$ cat src/rtl/seq_mult_4x4.sv
// Sequential unsigned shift-and-add multiplier built around a 4-bit ripple-carry adder.
// Start/busy/done handshake; one add-and-shift step per CALC cycle, product after 4 steps.
module seq_mult_4x4 #(
  parameter int WIDTH = 4
) (
  input  logic               clk,
  input  logic               rst,
  input  logic               start,
  input  logic [WIDTH-1:0]   a,
  input  logic [WIDTH-1:0]   b,
  output logic               busy,
  output logic               done,
  output logic [2*WIDTH-1:0] product
);

  localparam logic [1:0] IDLE = 2'd0;
  localparam logic [1:0] CALC = 2'd1;
  localparam logic [1:0] DONE = 2'd2;

  logic [1:0]         state_q, state_d;
  logic [WIDTH-1:0]   m_q, m_d;
  logic [WIDTH-1:0]   q_q, q_d;
  logic [WIDTH-1:0]   acc_q, acc_d;
  logic               c_q, c_d;
  logic [1:0]         cnt_q, cnt_d;
  logic [2*WIDTH-1:0] product_q, product_d;

  logic [WIDTH-1:0]   add_sum;
  logic [WIDTH-1:0]   add_co;
  logic               ripple;

  logic               step_c;
  logic [WIDTH-1:0]   step_acc;
  logic [WIDTH-1:0]   acc_sh;
  logic [WIDTH-1:0]   q_sh;

  // Ripple-carry adder: acc + M with carry-in 0; add_co[WIDTH-1] is the carry-out.
  always_comb begin
    ripple  = 1'b0;
    add_sum = '0;
    add_co  = '0;
    for (int i = 0; i < WIDTH; i++) begin
      add_sum[i] = acc_q[i] ^ m_q[i] ^ ripple;
      add_co[i]  = (acc_q[i] & m_q[i]) | (ripple & (acc_q[i] ^ m_q[i]));
      ripple     = (acc_q[i] & m_q[i]) | (ripple & (acc_q[i] ^ m_q[i]));
    end
  end

  // c_q is always zero between steps, so the no-add path is simply {C,A}.
  always_comb begin
    if (q_q[0]) begin
      step_c   = add_co[WIDTH-1];
      step_acc = add_sum;
    end else begin
      step_c   = c_q;
      step_acc = acc_q;
    end
    acc_sh = {step_c, step_acc[WIDTH-1:1]};
    q_sh   = {step_acc[0], q_q[WIDTH-1:1]};
  end

  always_comb begin
    state_d   = state_q;
    m_d       = m_q;
    q_d       = q_q;
    acc_d     = acc_q;
    c_d       = c_q;
    cnt_d     = cnt_q;
    product_d = product_q;
    case (state_q)
      IDLE, DONE: begin
        if (start) begin
          m_d     = a;
          q_d     = b;
          acc_d   = '0;
          c_d     = 1'b0;
          cnt_d   = 2'd0;
          state_d = CALC;
        end else begin
          state_d = IDLE;
        end
      end
      CALC: begin
        acc_d = acc_sh;
        q_d   = q_sh;
        c_d   = 1'b0;
        cnt_d = cnt_q + 2'd1;
        if (cnt_q == 2'd3) begin
          product_d = {acc_sh, q_sh};
          state_d   = DONE;
        end
      end
      default: state_d = IDLE;
    endcase
  end

  always_ff @(posedge clk) begin
    if (rst) begin
      state_q   <= IDLE;
      m_q       <= '0;
      q_q       <= '0;
      acc_q     <= '0;
      c_q       <= 1'b0;
      cnt_q     <= 2'd0;
      product_q <= '0;
    end else begin
      state_q   <= state_d;
      m_q       <= m_d;
      q_q       <= q_d;
      acc_q     <= acc_d;
      c_q       <= c_d;
      cnt_q     <= cnt_d;
      product_q <= product_d;
    end
  end

  assign busy    = (state_q == CALC);
  assign done    = (state_q == DONE);
  assign product = product_q;

endmodule

$ cat config.mk
export PLATFORM = sky130hd
export DESIGN_NAME = seq_mult_4x4
export DESIGN_NICKNAME = d
export VERILOG_FILES = /design/src/rtl/seq_mult_4x4.sv
export SDC_FILE = /design/constraint.sdc
export NUM_CORES = 1
export LEC_CHECK = 0
export ABC_AREA = 0
export CORE_ASPECT_RATIO = 0.8
export CORE_MARGIN = 2
export CORE_UTILIZATION = 30
export DETAILED_ROUTE_END_ITERATION = 6
export GPL_TIMING_DRIVEN = 0
export SYNTH_ARGS = -nofsm -noshare
export SYNTH_HDL_FRONTEND = slang
export SYNTH_SLANG_ARGS = --single-unit
export TNS_END_PERCENT = 20
$ cat constraint.sdc
create_clock -name clk -period 3.34 [get_ports clk]
set_clock_uncertainty 0.15 [all_clocks]
set_input_delay 0.668 -clock clk [delete_from_list [all_inputs] [get_ports clk]]
set_output_delay 0.668 -clock clk [all_outputs]
set_load 0.01 [all_outputs]
==> results.txt <==
The aggregate routed wire length was 2300 um; the overflow left after global routing was 0. The area share of the largest cell type after synthesis was 0.454. Measured in cells, the most critical reg-to-reg path has a length of 9. The worst endpoint data arrival time was 2.44 ns. Die area: 4020 um2. In the routed design, unresolved DRC markers number 0. The share of flip-flops with an asynchronous set or reset after synthesis is 0. TritonCTS built the clock tree. Yosys attributes the largest share of cell area to dfxtp_1 45%, nand2_1 9.6%, a21oi_1 8.0%. The first global-routing pass estimated 4020 um of wire.

The class of the worst hold path was flip-flop to flip-flop. The pin count of the biggest net entering global routing is 13, and the post-synthesis instance total is 125. The number of top-level pins is 21, and the final number of max-transition violations is 0. The largest single stage delay on the critical path is 0.40 ns.

The tool flagged a number of max-cap violations equal to 0. In this run, post-CTS repair resized a total of 0 instances. The count of fill cells added during filler insertion is 354, and the mapped cell area is 1060 um2. The number of buffers and inverters on the critical path is 2. The cell sitting at the root of the clock tree is a clkbuf_8. The run gives 0.559 as the portion of total power attributed to sequential cells. For the number of global-route vias before repair, the log shows 907. The count of flip-flops with a built-in enable after synthesis is 0, and the chip height is 57.1 um.

The hold buffer count at CTS is 0. Depth of the worst hold-timing path: 2. In the final timing run, aggregate negative setup slack is 0 ns. Proportion of power drawn by combinational gates: 0.130. Setup violations remaining at the end of the flow were counted as 0. In this run the remaining antenna-violating nets after routing total 0.

The commonest cells after synthesis are 27 x nand2_1, 24 x dfxtp_1, 17 x a21oi_1. The run gives 0.770 as the routability congestion estimate from global placement. The first-pass iteration count of the detailed router was 6; the instance area at placement was 1310 um2. After clock tree synthesis, the clock-pin slew on the worst setup and hold paths is 0.08 ns. The initial antenna violation count was 0; the flip-flop and latch count after synthesis was 24.

The internal power of the cells totals 0.410 mW. The critical path is of the flip-flop to flip-flop type. The data required time of the critical path is 3.34 ns. The fraction of layout cells with a size suffix above 1 is 0.0811. Broken down by cell family, the worst path's largest delay share belongs to adder cells. The tools report the capture point of the worst reg-to-reg path as product[6].

STA classifies the critical path startpoint as a flip-flop. Port buffering added 20 buffers. The tools report the sequential cell area fraction in the yosys report as 0.454. Traced cell by cell, the critical path runs through ha_1 -> inv_1 -> fa_1 -> fa_1 -> inv_1 -> fa_1 -> mux2_2 -> nor2_1 -> nor3_1.

The repair_antennas step left the layout with diodes totalling 0. The logs give 906 for the overall via count from detail_route and 0 for the yosys synthesis warning count. Number of distinct standard cells referenced by the synthesized netlist: 27. The HPWL after detailed placement is 1710 um. The slew of the pin with the lowest slew margin is 0.485 ns. The first routing iteration left 32 violations.

The startpoint of the worst register-to-register path is acc_q[0]. The cell taking the most area after synthesis is dfxtp_1. The clock period could shrink to 2.44 ns. No sink is reached through more buffers than the 2 on the longest clock path. Static timing analysis puts the maximum clock frequency at 0.410 GHz. The power per cell area is 403 nW/um2. The number of buffers added by the clock tree synthesis step came out at 3. The logs give 0.676 for the headroom to the max-slew limit and 0.311 for the effective utilization at floorplan. In the final design database the tool counted 166 nets.

In the routed layout, each cell is associated on average with a via count of 4.77. In this design, the critical path's most frequently occurring cell is fa_1. The finished layout holds 190 standard cells, fillers aside.

The run gives 0.485 nW as the reported leakage power. The logs give 0.398 for the post-route core utilization and 0 for the number of buffers added for setup after CTS. The flip-flop cell with the highest count after synthesis is dfxtp_1.

Across the VDD grid, the largest voltage drop is 0.238 mV. The tools report the maximum level of the CTS H-tree as 1. The cell count after placement is 187. The most common cell in the synthesized netlist is nand2_1.

The core outline area was 3400 um2; the total track usage was 0.127. The tools report the hold path startpoint as product[5]. The number of rows created at floorplan is 19.

For this design the total switching power over the nets is 0.135 mW. For the fraction of power consumed by the clock network, the log shows 0.311. In this run the horizontal extent of the chip is 70.4 um. The largest individual stage delay along the critical path comes from the cell fa_1. The post-route fraction of the period consumed by the critical path came out at 0.731.

The count of final hold-check violations was 0; the final hold slack was 0.313 ns. In this run the register-to-register setup slack is 0.90 ns. Proportion of total power due to net switching: 0.247. The worst hold path terminates at product[5].

Along the worst path, the maximum fanout reaches 3. In the final routed layout, each cell accounts on average for 12.1 um. The flow ran to the end, and the final reports show no timing, DRC or antenna violations.

The area growth from synthesis to layout is 27.8%. The clock net sink count was 24; the final design instance area without fill was 1350 um2. The worst-skew pair later-pin latency was 0.26 ns. STA classifies the critical path endpoint as a flip-flop. Setup repair after global routing left no endpoint under its margin.

The synthesized area divided by synthesized cell count was 8.47 um2. The net count of the mapped netlist is 141.
## placed cells by master (no fill, tap or decap)
cell type | synthesis | layout
inv_2 | 1 | 1
inv_1 | 6 | 6
mux2i_1 | 1 | 1
nand2b_1 | 2 | 2
mux2_2 | 1 | 1
dfxtp_1 | 24 | 24
clkdlybuf4s50_1 | 0 | 20
o211ai_1 | 4 | 4
a311oi_1 | 3 | 3
nand2b_2 | 1 | 1
nor2_1 | 8 | 8
clkbuf_8 | 0 | 3
a21oi_1 | 17 | 17
nor3_1 | 1 | 1
a211oi_1 | 1 | 1
o21a_1 | 1 | 1
ha_1 | 2 | 2
buf_2 | 2 | 2
fa_1 | 3 | 3
nand2_1 | 27 | 27
nand3b_1 | 1 | 1
buf_6 | 1 | 1
clkbuf_1 | 2 | 2
nand3_1 | 9 | 9
buf_4 | 2 | 2
clkbuf_2 | 1 | 1
a2bb2oi_1 | 1 | 1
nor2b_1 | 2 | 2
and3b_1 | 1 | 1
## worst register-to-register path: stages, from the launching register on
cell     delay (ns)
dfxtp_1        0.35
ha_1           0.15
inv_1          0.05
fa_1           0.37
fa_1           0.36
inv_1          0.08
fa_1           0.40
mux2_2         0.28
nor2_1         0.09
nor3_1         0.05
## final cells by class
type / count / area [um2] / share of cell area
Timing Repair Buffer: 20 / 200 / 0.148
Inverter: 7 / 26.3 / 0.0194
Multi-Input combinational cell: 86 / 503 / 0.372
Tap cell: 42 / 52.6 / 0.0389
Clock buffer: 3 / 41.3 / 0.0305
Sequential cell: 24 / 480 / 0.355
Buffer: 8 / 48.8 / 0.0361
## sequential cells by signal, indices dropped and copies added (netlist names)
signal	cells
state_q	2
m_q	4
q_q	4
product	8
cnt_q	2
acc_q	4
## worst max-delay path by stage
stage	depth (start not counted)	from	endpoint	slack [ns]
after global routing	9	acc_q[0]	product[6]	0.76
after CTS	9	acc_q[0]	product[6]	0.88
final	9	acc_q[0]	product[6]	0.90
after detailed placement	9	acc_q[0]	product[6]	0.89
after global placement	9	acc_q[0]	product[6]	0.91
after floorplan	9	acc_q[0]	acc_q[2]	1.00
## power by group through the flow
stage	sequential [mW]	clock [mW]	combinational (mW)
6_report	0.305	0.169	0.0709
3_3_place_gp	0.311	0	0.0700
3_5_place_dp	0.312	0	0.0713
4_1_cts	0.305	0.173	0.0714
2_1_floorplan	0.309	0	0.0443
5_1_grt	0.307	0.188	0.0788
## kinds of logic after synthesis
kind of cell,share of synthesized area
simple gates,0.219
compound gates,0.156
flops,0.454
buf+inv,0.0709
fa+ha+maj,0.0804
mux,0.0201
## routing by layer
layer / up-vias / GRT usage / part of all wire
li1: 466 / - / -
met1: 423 / 0.161 / 0.50
met2: 13 / 0.209 / 0.46
met3: 4 / 0.0318 / 0.028
met4: 0 / 0.0495 / 0.015
met5: - / 0 / 0
## metrics by stage
| step | setup slack (ns) | power, mW |
|---|---|---|
| 2_1_floorplan | 1.00 | 0.354 |
| 3_3_place_gp | 0.907 | 0.381 |
| 3_5_place_dp | 0.890 | 0.383 |
| 4_1_cts | 0.875 | 0.549 |
| 5_1_grt | 0.758 | 0.573 |
| 6_report | 0.898 | 0.545 |
(Power assumes the default switching activity.)
